$ cat config.mk
export PLATFORM = sky130hd
export DESIGN_NAME = demux32_14_buf_flat
export DESIGN_NICKNAME = d
export VERILOG_FILES = /design/src/rtl/demux32_14_buf_if.sv /design/src/rtl/demux32_14_buf.sv /design/src/flat_wrapper.sv
export SDC_FILE = /design/constraint.sdc
export NUM_CORES = 1
export LEC_CHECK = 0
export ABC_CLOCK_PERIOD_IN_PS = 3150
export BUFFER_PORTS_ARGS = -buffer_cell sky130_fd_sc_hd__buf_2
export CAP_MARGIN = 20
export CELL_PAD_IN_SITES_DETAIL_PLACEMENT = 2
export CELL_PAD_IN_SITES_GLOBAL_PLACEMENT = 2
export CORE_UTILIZATION = 35
export DETAILED_ROUTE_END_ITERATION = 10
export PLACE_DENSITY_LB_ADDON = 0.2
export SLEW_MARGIN = 20
export SYNTH_ARGS = -nofsm -noshare
export SYNTH_HDL_FRONTEND = slang
export SYNTH_SLANG_ARGS = --single-unit
$ cat constraint.sdc
create_clock -name clk -period 3.15 [get_ports clk]
set_input_delay 0.63 -clock clk [delete_from_list [all_inputs] [get_ports clk]]
set_output_delay 0.63 -clock clk [all_outputs]
set_load 0.01 [all_outputs]
$ cat src/rtl/demux32_14_buf_if.sv
// Handshake bundle for the buffered 1-to-4 32-bit demultiplexer.
// master: producer + consumers side; slave: the demux itself.
interface demux32_14_buf_if;
    logic        in_valid;
    logic        in_ready;
    logic [31:0] in_data;
    logic [1:0]  in_sel;
    logic [3:0]  out_valid;
    logic [3:0]  out_ready;
    logic [31:0] out_data0;
    logic [31:0] out_data1;
    logic [31:0] out_data2;
    logic [31:0] out_data3;

    modport master (
        output in_valid, in_data, in_sel, out_ready,
        input  in_ready, out_valid,
        input  out_data0, out_data1, out_data2, out_data3
    );

    modport slave (
        input  in_valid, in_data, in_sel, out_ready,
        output in_ready, out_valid,
        output out_data0, out_data1, out_data2, out_data3
    );
endinterface

$ cat src/rtl/demux32_14_buf.sv
// Buffered 1-to-4 demux: each word is queued in the FIFO picked by in_sel,
// and each of the four outputs drains its own FIFO via valid/ready.
// Ports: clk, rst_n (async active-low), bus (demux32_14_buf_if.slave):
//   in_valid/in_ready/in_data/in_sel producer side,
//   out_valid[3:0]/out_ready[3:0]/out_data0..3 consumer side.
// Option: DEMUX_PASSTHRU_EN gives zero-latency bypass into an empty FIFO.
module demux32_14_buf #(
    parameter int DEPTH = 2,
    parameter int AW    = 1
) (
    input  logic                  clk,
    input  logic                  rst_n,
    demux32_14_buf_if.slave       bus
);
    logic [31:0] mem    [4][DEPTH];
    logic [AW-1:0] rd_ptr [4];
    logic [AW-1:0] wr_ptr [4];
    logic [AW:0]   cnt    [4];
    logic [31:0]   hold   [4];

    logic [3:0]  full;
    logic [3:0]  nempty;
    logic [3:0]  push;
    logic [3:0]  pop;
    logic [3:0]  byp;
    logic [3:0]  byp_take;
    logic [3:0]  valid;
    logic [31:0] dout [4];

    always_comb begin
        full     = '0;
        nempty   = '0;
        push     = '0;
        pop      = '0;
        byp      = '0;
        byp_take = '0;
        valid    = '0;
        for (int k = 0; k < 4; k++) begin
            full[k]   = (cnt[k] == (AW+1)'(DEPTH));
            nempty[k] = (cnt[k] != '0);
        end
        for (int k = 0; k < 4; k++) begin
            pop[k] = nempty[k] && bus.out_ready[k];
`ifdef DEMUX_PASSTHRU_EN
            // A word aimed at an empty FIFO is shown immediately; if the
            // consumer takes it now it never needs to be stored.
            byp[k] = bus.in_valid && (bus.in_sel == 2'(k)) && !nempty[k];
            byp_take[k] = byp[k] && bus.out_ready[k];
`endif
            push[k] = bus.in_valid && (bus.in_sel == 2'(k))
                      && !full[k] && !byp_take[k];
            valid[k] = nempty[k] || byp[k];
            if (nempty[k])
                dout[k] = mem[k][rd_ptr[k]];
            else if (byp[k])
                dout[k] = bus.in_data;
            else
                dout[k] = hold[k];
        end
    end

    assign bus.in_ready  = ~full[bus.in_sel];
    assign bus.out_valid = valid;
    assign bus.out_data0 = dout[0];
    assign bus.out_data1 = dout[1];
    assign bus.out_data2 = dout[2];
    assign bus.out_data3 = dout[3];

    always_ff @(posedge clk or negedge rst_n) begin
        if (!rst_n) begin
            for (int k = 0; k < 4; k++) begin
                rd_ptr[k] <= '0;
                wr_ptr[k] <= '0;
                cnt[k]    <= '0;
                hold[k]   <= '0;
                for (int j = 0; j < DEPTH; j++)
                    mem[k][j] <= '0;
            end
        end else begin
            for (int k = 0; k < 4; k++) begin
                if (push[k]) begin
                    mem[k][wr_ptr[k]] <= bus.in_data;
                    wr_ptr[k] <= wr_ptr[k] + 1'b1;
                end
                // Keep the last delivered word visible once the FIFO drains.
                if (pop[k]) begin
                    hold[k]   <= mem[k][rd_ptr[k]];
                    rd_ptr[k] <= rd_ptr[k] + 1'b1;
                end else if (byp_take[k]) begin
                    hold[k] <= bus.in_data;
                end
                if (push[k] && !pop[k])
                    cnt[k] <= cnt[k] + 1'b1;
                else if (pop[k] && !push[k])
                    cnt[k] <= cnt[k] - 1'b1;
            end
        end
    end
endmodule

$ cat src/flat_wrapper.sv
// flat-port wrapper written by rule: the top's interface ports become plain ports
module demux32_14_buf_flat 
#(
    parameter int DEPTH = 2,
    parameter int AW    = 1
)
  (clk, rst_n, bus_in_valid, bus_in_data, bus_in_sel, bus_out_ready, bus_in_ready, bus_out_valid, bus_out_data0, bus_out_data1, bus_out_data2, bus_out_data3);
  demux32_14_buf_if bus_i ();
  input  logic clk;
  input  logic rst_n;
  input wire logic [$bits(bus_i.in_valid)-1:0] bus_in_valid;
  input wire logic [$bits(bus_i.in_data)-1:0] bus_in_data;
  input wire logic [$bits(bus_i.in_sel)-1:0] bus_in_sel;
  input wire logic [$bits(bus_i.out_ready)-1:0] bus_out_ready;
  output wire logic [$bits(bus_i.in_ready)-1:0] bus_in_ready;
  output wire logic [$bits(bus_i.out_valid)-1:0] bus_out_valid;
  output wire logic [$bits(bus_i.out_data0)-1:0] bus_out_data0;
  output wire logic [$bits(bus_i.out_data1)-1:0] bus_out_data1;
  output wire logic [$bits(bus_i.out_data2)-1:0] bus_out_data2;
  output wire logic [$bits(bus_i.out_data3)-1:0] bus_out_data3;
  assign bus_i.in_valid = bus_in_valid;
  assign bus_i.in_data = bus_in_data;
  assign bus_i.in_sel = bus_in_sel;
  assign bus_i.out_ready = bus_out_ready;
  assign bus_in_ready = bus_i.in_ready;
  assign bus_out_valid = bus_i.out_valid;
  assign bus_out_data0 = bus_i.out_data0;
  assign bus_out_data1 = bus_i.out_data1;
  assign bus_out_data2 = bus_i.out_data2;
  assign bus_out_data3 = bus_i.out_data3;
  demux32_14_buf #(.DEPTH(DEPTH), .AW(AW)) u_core (.clk(clk), .rst_n(rst_n), .bus(bus_i));
endmodule
; Word level (Yosys, flattened, before mapping)
; Index checks and enable logic that the tools add are counted.
[op_classes]
add_sub_neg = 16
order_cmp = 13
n_eq_ne = 7
mux = 38
bitwise = 9
reduce_logical = 45
[ops]
columns = cell, n
row1 = $mux W32, 20
row2 = $bwmux W64, 4
row3 = $demux W32 S1, 4
row4 = $logic_and A1 B1 Y1, 24
row5 = $ge A2 B2 Y1 const B, 8
row6 = $mux W2, 8
row7 = $not A1 Y2, 8
row8 = $reduce_bool A2 Y1, 8
row9 = $eq A2 B2 Y1 const B, 6
row10 = $logic_not A1 Y1, 12
row11 = $add A1 B1 Y1 const B, 8
row12 = $add A2 B1 Y2 const B, 4
row13 = $lt A2 B1 Y1 const B, 4
row14 = $sub A2 B1 Y2 const B, 4
row15 = $lt A2 B3 Y1 const B, 1
row16 = $bmux W1 S2, 1
row17 = $eq A2 B1 Y1 const B, 1
row18 = $logic_not A2 Y1, 1
row19 = $mux W1, 1
row20 = $not A1 Y1, 1
[totals]
regBits = 400
inputBits = 41
out_inout_bits = 133
elab_cells = 152

; Logic depth before layout (Yosys ltp)
[logic_depth]
word_depth = 7
mapped_depth = 7
mapped_depth_nobuf = 6

; Worst setup path after synthesis
; OpenSTA, ideal clock, no wires.
[synth_path]
path_type = reg2out
from = register u_core.cnt[4] (netlist bit)
to = output port bus_out_data1[16]
t_arrival_ns = 1.406
t_required_ns = 2.520
slack_ns = 1.114
stages_incl_launch_ff = 5
n_path_buf = 2
cell_sequence = dfrtp_1 -> or2_2 -> clkbuf_1 -> clkbuf_1 -> a21oi_1
[synth_between]
elab_chain_cells = 2
[synth_rtl]
columns = item, line_no
row1 = "start, declared", demux32_14_buf.sv:18  ; logic [AW:0] cnt [4];
row2 = "start signal, assigned by index", demux32_14_buf.sv:93  ; cnt[k] <= cnt[k] + 1'b1;
row3 = "start signal, assigned by index", demux32_14_buf.sv:95  ; cnt[k] <= cnt[k] - 1'b1;
row4 = $reduce_bool A2 Y1, demux32_14_buf.sv:40  ; nempty[k] = (cnt[k] != '0);
row5 = named net bus_out_valid[1], flat_wrapper.sv:16  ; output wire logic [$bits(bus_i.out_valid)-1:0] bus_out_valid;
row6 = $mux W32, demux32_14_buf.sv:53  ; if (nempty[k])
row7 = "end, declared", flat_wrapper.sv:18  ; output wire logic [$bits(bus_i.out_data1)-1:0] bus_out_data1;
; The timed path passes the listed nets, and every way through them passes these cells.

; Worst setup path in the final report
[layout_path]
from = register u_core.cnt[0] (netlist bit)
to = output port bus_out_data3[30]
[layout_between]
elab_chain_cells = 2
[layout_rtl]
columns = item, line_no
row1 = $reduce_bool A2 Y1, demux32_14_buf.sv:40
row2 = $mux W32, demux32_14_buf.sv:53
row3 = "end, declared", flat_wrapper.sv:20  ; output wire logic [$bits(bus_i.out_data3)-1:0] bus_out_data3;
; Every way passes these cells.

==> key figures <==
Critical path
  • Arrival time at the worst endpoint: between 2 and 2.5 ns
  • CP Max Fanout: 43
  • Crit path required time: 2.52 ns
  • RR Endpoint: u_core.mem[175]
  • CP endpoint kind: output port
  • R2r setup slk: about 1.1 ns
  • Critical R2R Launch: u_core.cnt[5]
  • Critical path class: flip-flop to output port
  • Worst setup SP type: flip-flop
  • Critical path origin: u_core.cnt[0]
  • CP Capture Point: bus_out_data3[30]
  • R2R cell count: 3

Timing
  • Max-slew violation count: 0
  • Setup violators final: 0
  • Final number of hold-violating endpoints: 0
  • Tightest Pin Transition: 0.8019 ns
  • Relative slew slack: 0.4634
  • Setup TNS: 0 ns
  • Setup Skew: about 0.018 ns
  • Fin crit period: 2.948 ns
  • Max frequency: 0.3393 GHz
  • Unrepaired setup endpoints after global routing: no
  • Hold_ws: between 0.009 and 0.01 ns
  • Fin crit share: 0.9357

Final layout
  • Most frequent cells in the layout: dfrtp_1, mux2_2, buf_2, nor2_1, nand2_1
  • Layout cells sized above 1: 0.3410
  • Area growth syn-to-layout: 19.04%
  • # fillers: 4949
  • Final Util: 0.4234
  • Commonest non-fill, non-tap cell in the layout: dfrtp_1
  • NumNets Final: roughly 1700

Clock network
  • Root buf cell: clkbuf_16
  • CTS Buf Count: 47
  • Clock Latency Late Sink: about 0.58 ns
  • Longest Clk Path Bufs: 3
  • CTS tree: done
  • Sink Count: 400
  • Worst-path clk slew: 0.06 ns
  • H-Tree Depth: 2

Synthesis
  • Simple-Gate Fraction of Synth Area: 0.06655
  • Multiplexer area fraction after synthesis: 0.2459
  • Register area share after synthesis: 0.5725
  • Synth Warn #: 0
  • Post-synth EDFFs: 0
  • Synth Area in Compound Gates: 0.07442
  • Syn_area_per_cell: 12.02 um2
  • Cell taking the most area after synthesis: dfrtp_1
  • Distinct cells, synth: 31
  • Primary FF master, synth: dfrtp_1
  • Area share of the largest cell type after synthesis: 0.5725
  • Xor-xnor portion of the synthesized cell area: 0.01002
  • Adder-Cell Fraction of Synth Area: 0.002862
  • Net Count, Synth: 1500
  • Seq cells post-synth: 400
  • Largest family of logic cells by synthesized area: multiplexers
  • Syn Inst Count: about 1500
  • Top cells by area, synth: dfrtp_1, mux2_2, mux2i_1, o21ai_0, a21oi_1
  • Mapped cell area: between 15000 and 20000 um2
  • Async set-reset flop share out of synthesis: 1.000

Power and ir drop
  • Peak VDD IR: 0.4550 mV
  • Leakage: between 0.009 and 0.01 uW
  • Pwr per Cell Area: 1210 nW/um2

GRT
  • Via count of the first global-routing pass: 13180
  • GRT overflow: 0
  • Initial antenna violation count: 6
  • First-pass GRT wire length: 76650 um
  • Largest net degree at the start of global routing: 70
  • Total GRT Usage: 0.1962
  • Met1 Usage GRT: 0.2388
  • GR Util met2: 0.3523
  • GR Layer Usage met3: 0.03207
  • Most Used Layer, Global Route: met2

Run status
  • Status: finished clean

Route
  • DR iter-0 viols: roughly 500
  • WL/cell: about 21 um
  • Via count: between 10000 and 15000
  • Post-DRT Antenna Nets: 0
  • Total Wirelength: 48350 um
  • Routed vias/inst: just over 5
  • Drt pass-1 iters: 4
  • Residual DRC count: 0

Floorplan
  • IO Pins: 174
  • Core area: 49150 um2
  • Die W: between 200 and 250 um
  • Die ar.: about 51000 um2
  • Die Span Y: roughly 230 um
  • FP Rows: between 80 and 90
  • Initial Util: 0.3557

Place
  • Input/output buffers: roughly 170
  • GP Congestion: approximately 0.74
  • Hpwl dp: between 30000 and 40000 um

Run
  • Maxcap violations: 0

Hold path
  • HP Class: input pin to async pin
[worst min-delay path by stage]
stage	startpoint	end	slack [ns]	cells after the start
floorplan	rst_n	u_core.cnt[0]	0.33	0
global placement	u_core.hold[74]	u_core.hold[74]	0.46	2
detailed placement	u_core.hold[125]	u_core.hold[125]	0.47	2
CTS	rst_n	u_core.hold[100]	0.03	1
global route	rst_n	u_core.hold[100]	0.05	1
finish	rst_n	u_core.hold[100]	0.01	1
[metal layers]
metal	vias up	share of wire
met5	-	0.00099
met4	10	0.025
met3	83	0.034
met2	160	0.52
met1	6104	0.42
li1	5348	-
[kinds of logic after synthesis]
logic type	Yosys count
AND/OR/NAND/NOR	286
AO/OA/AOI/OAI	260
flip-flops	400
multiplexers	385
adder cells (fa/ha/maj)	4
buffers and inverters	100
XOR/XNOR	20
[flip-flops by register name, summed over array words and instances, names as in the netlist]
signal and cells:
u_core.cnt 8, u_core.hold 128, u_core.mem 256, u_core.rd_ptr 4, u_core.wr_ptr 4
[synth_stat cells (2+ instances only)]
cell        n
ha_1        4
a21oi_1   128
nand2_1   129
buf_2      31
nor2_1    134
mux2_4     30
buf_1       6
mux2_1      3
and3_1      2
xor2_1     12
nor2b_1     2
mux2i_1   128
nand4b_1    2
nand4_1     2
o21ai_0   132
dfrtp_1   400
or2_2       4
mux2_2    223
clkbuf_1   55
nor4b_2     2
buf_4       4
xnor2_1     8
nand2b_1    4
buf_12      3
[final cells by class]
cell class | instances | area, um2 | share of cell area
Sequential cell | 400 | 10010 | 0.4812
Antenna cell | 1 | 2.502 | 0.0001202
Clock buffer | 60 | 1358 | 0.06522
Tap cell | 664 | 830.8 | 0.03992
Clock inverter | 27 | 294.0 | 0.01413
Multi-Input combinational cell | 955 | 7062 | 0.3393
Timing Repair Buffer | 206 | 1252 | 0.06017
[worst max-delay path, cell delays in order, from the launching register on]
cell and delay, ns:
dfrtp_1 0.49, or2_2 0.45, buf_6 0.37, nor2_1 0.07
a21oi_1 0.16, buf_2 0.17
[through the flow]
| stage | power, uW | setup slack, ns | cells | area, um2 |
|---|---|---|---|---|
| 3_3_place_gp | 19100 | 0.7155 | 2225 | 19150 |
| 3_5_place_dp | 19660 | 0.6148 | 2225 | 19150 |
| 2_1_floorplan | 15500 | 1.114 | 1455 | 17480 |
| 5_1_grt | 26980 | 0.05637 | 2313 | 20810 |
| 6_report | 25190 | 0.2025 | 2313 | 20810 |
| 4_1_cts | 25690 | 0.02764 | 2312 | 20810 |
[timing repair]
action / in CTS / in global routing
setup buffers: 0 / 0
endpoints found under the setup margin: 1 / 20
hold buffers: 0 / 0
resized for setup: 1 / 1
gates cloned: 0 / 0
[power breakdown]
group	internal, uW	switching [uW]	total (uW)
Combinational	4570	5600	10200
Clock	3530	2240	5770
Sequential	7640	1600	9250
Note: power is estimated with default switching activity, not from simulation.
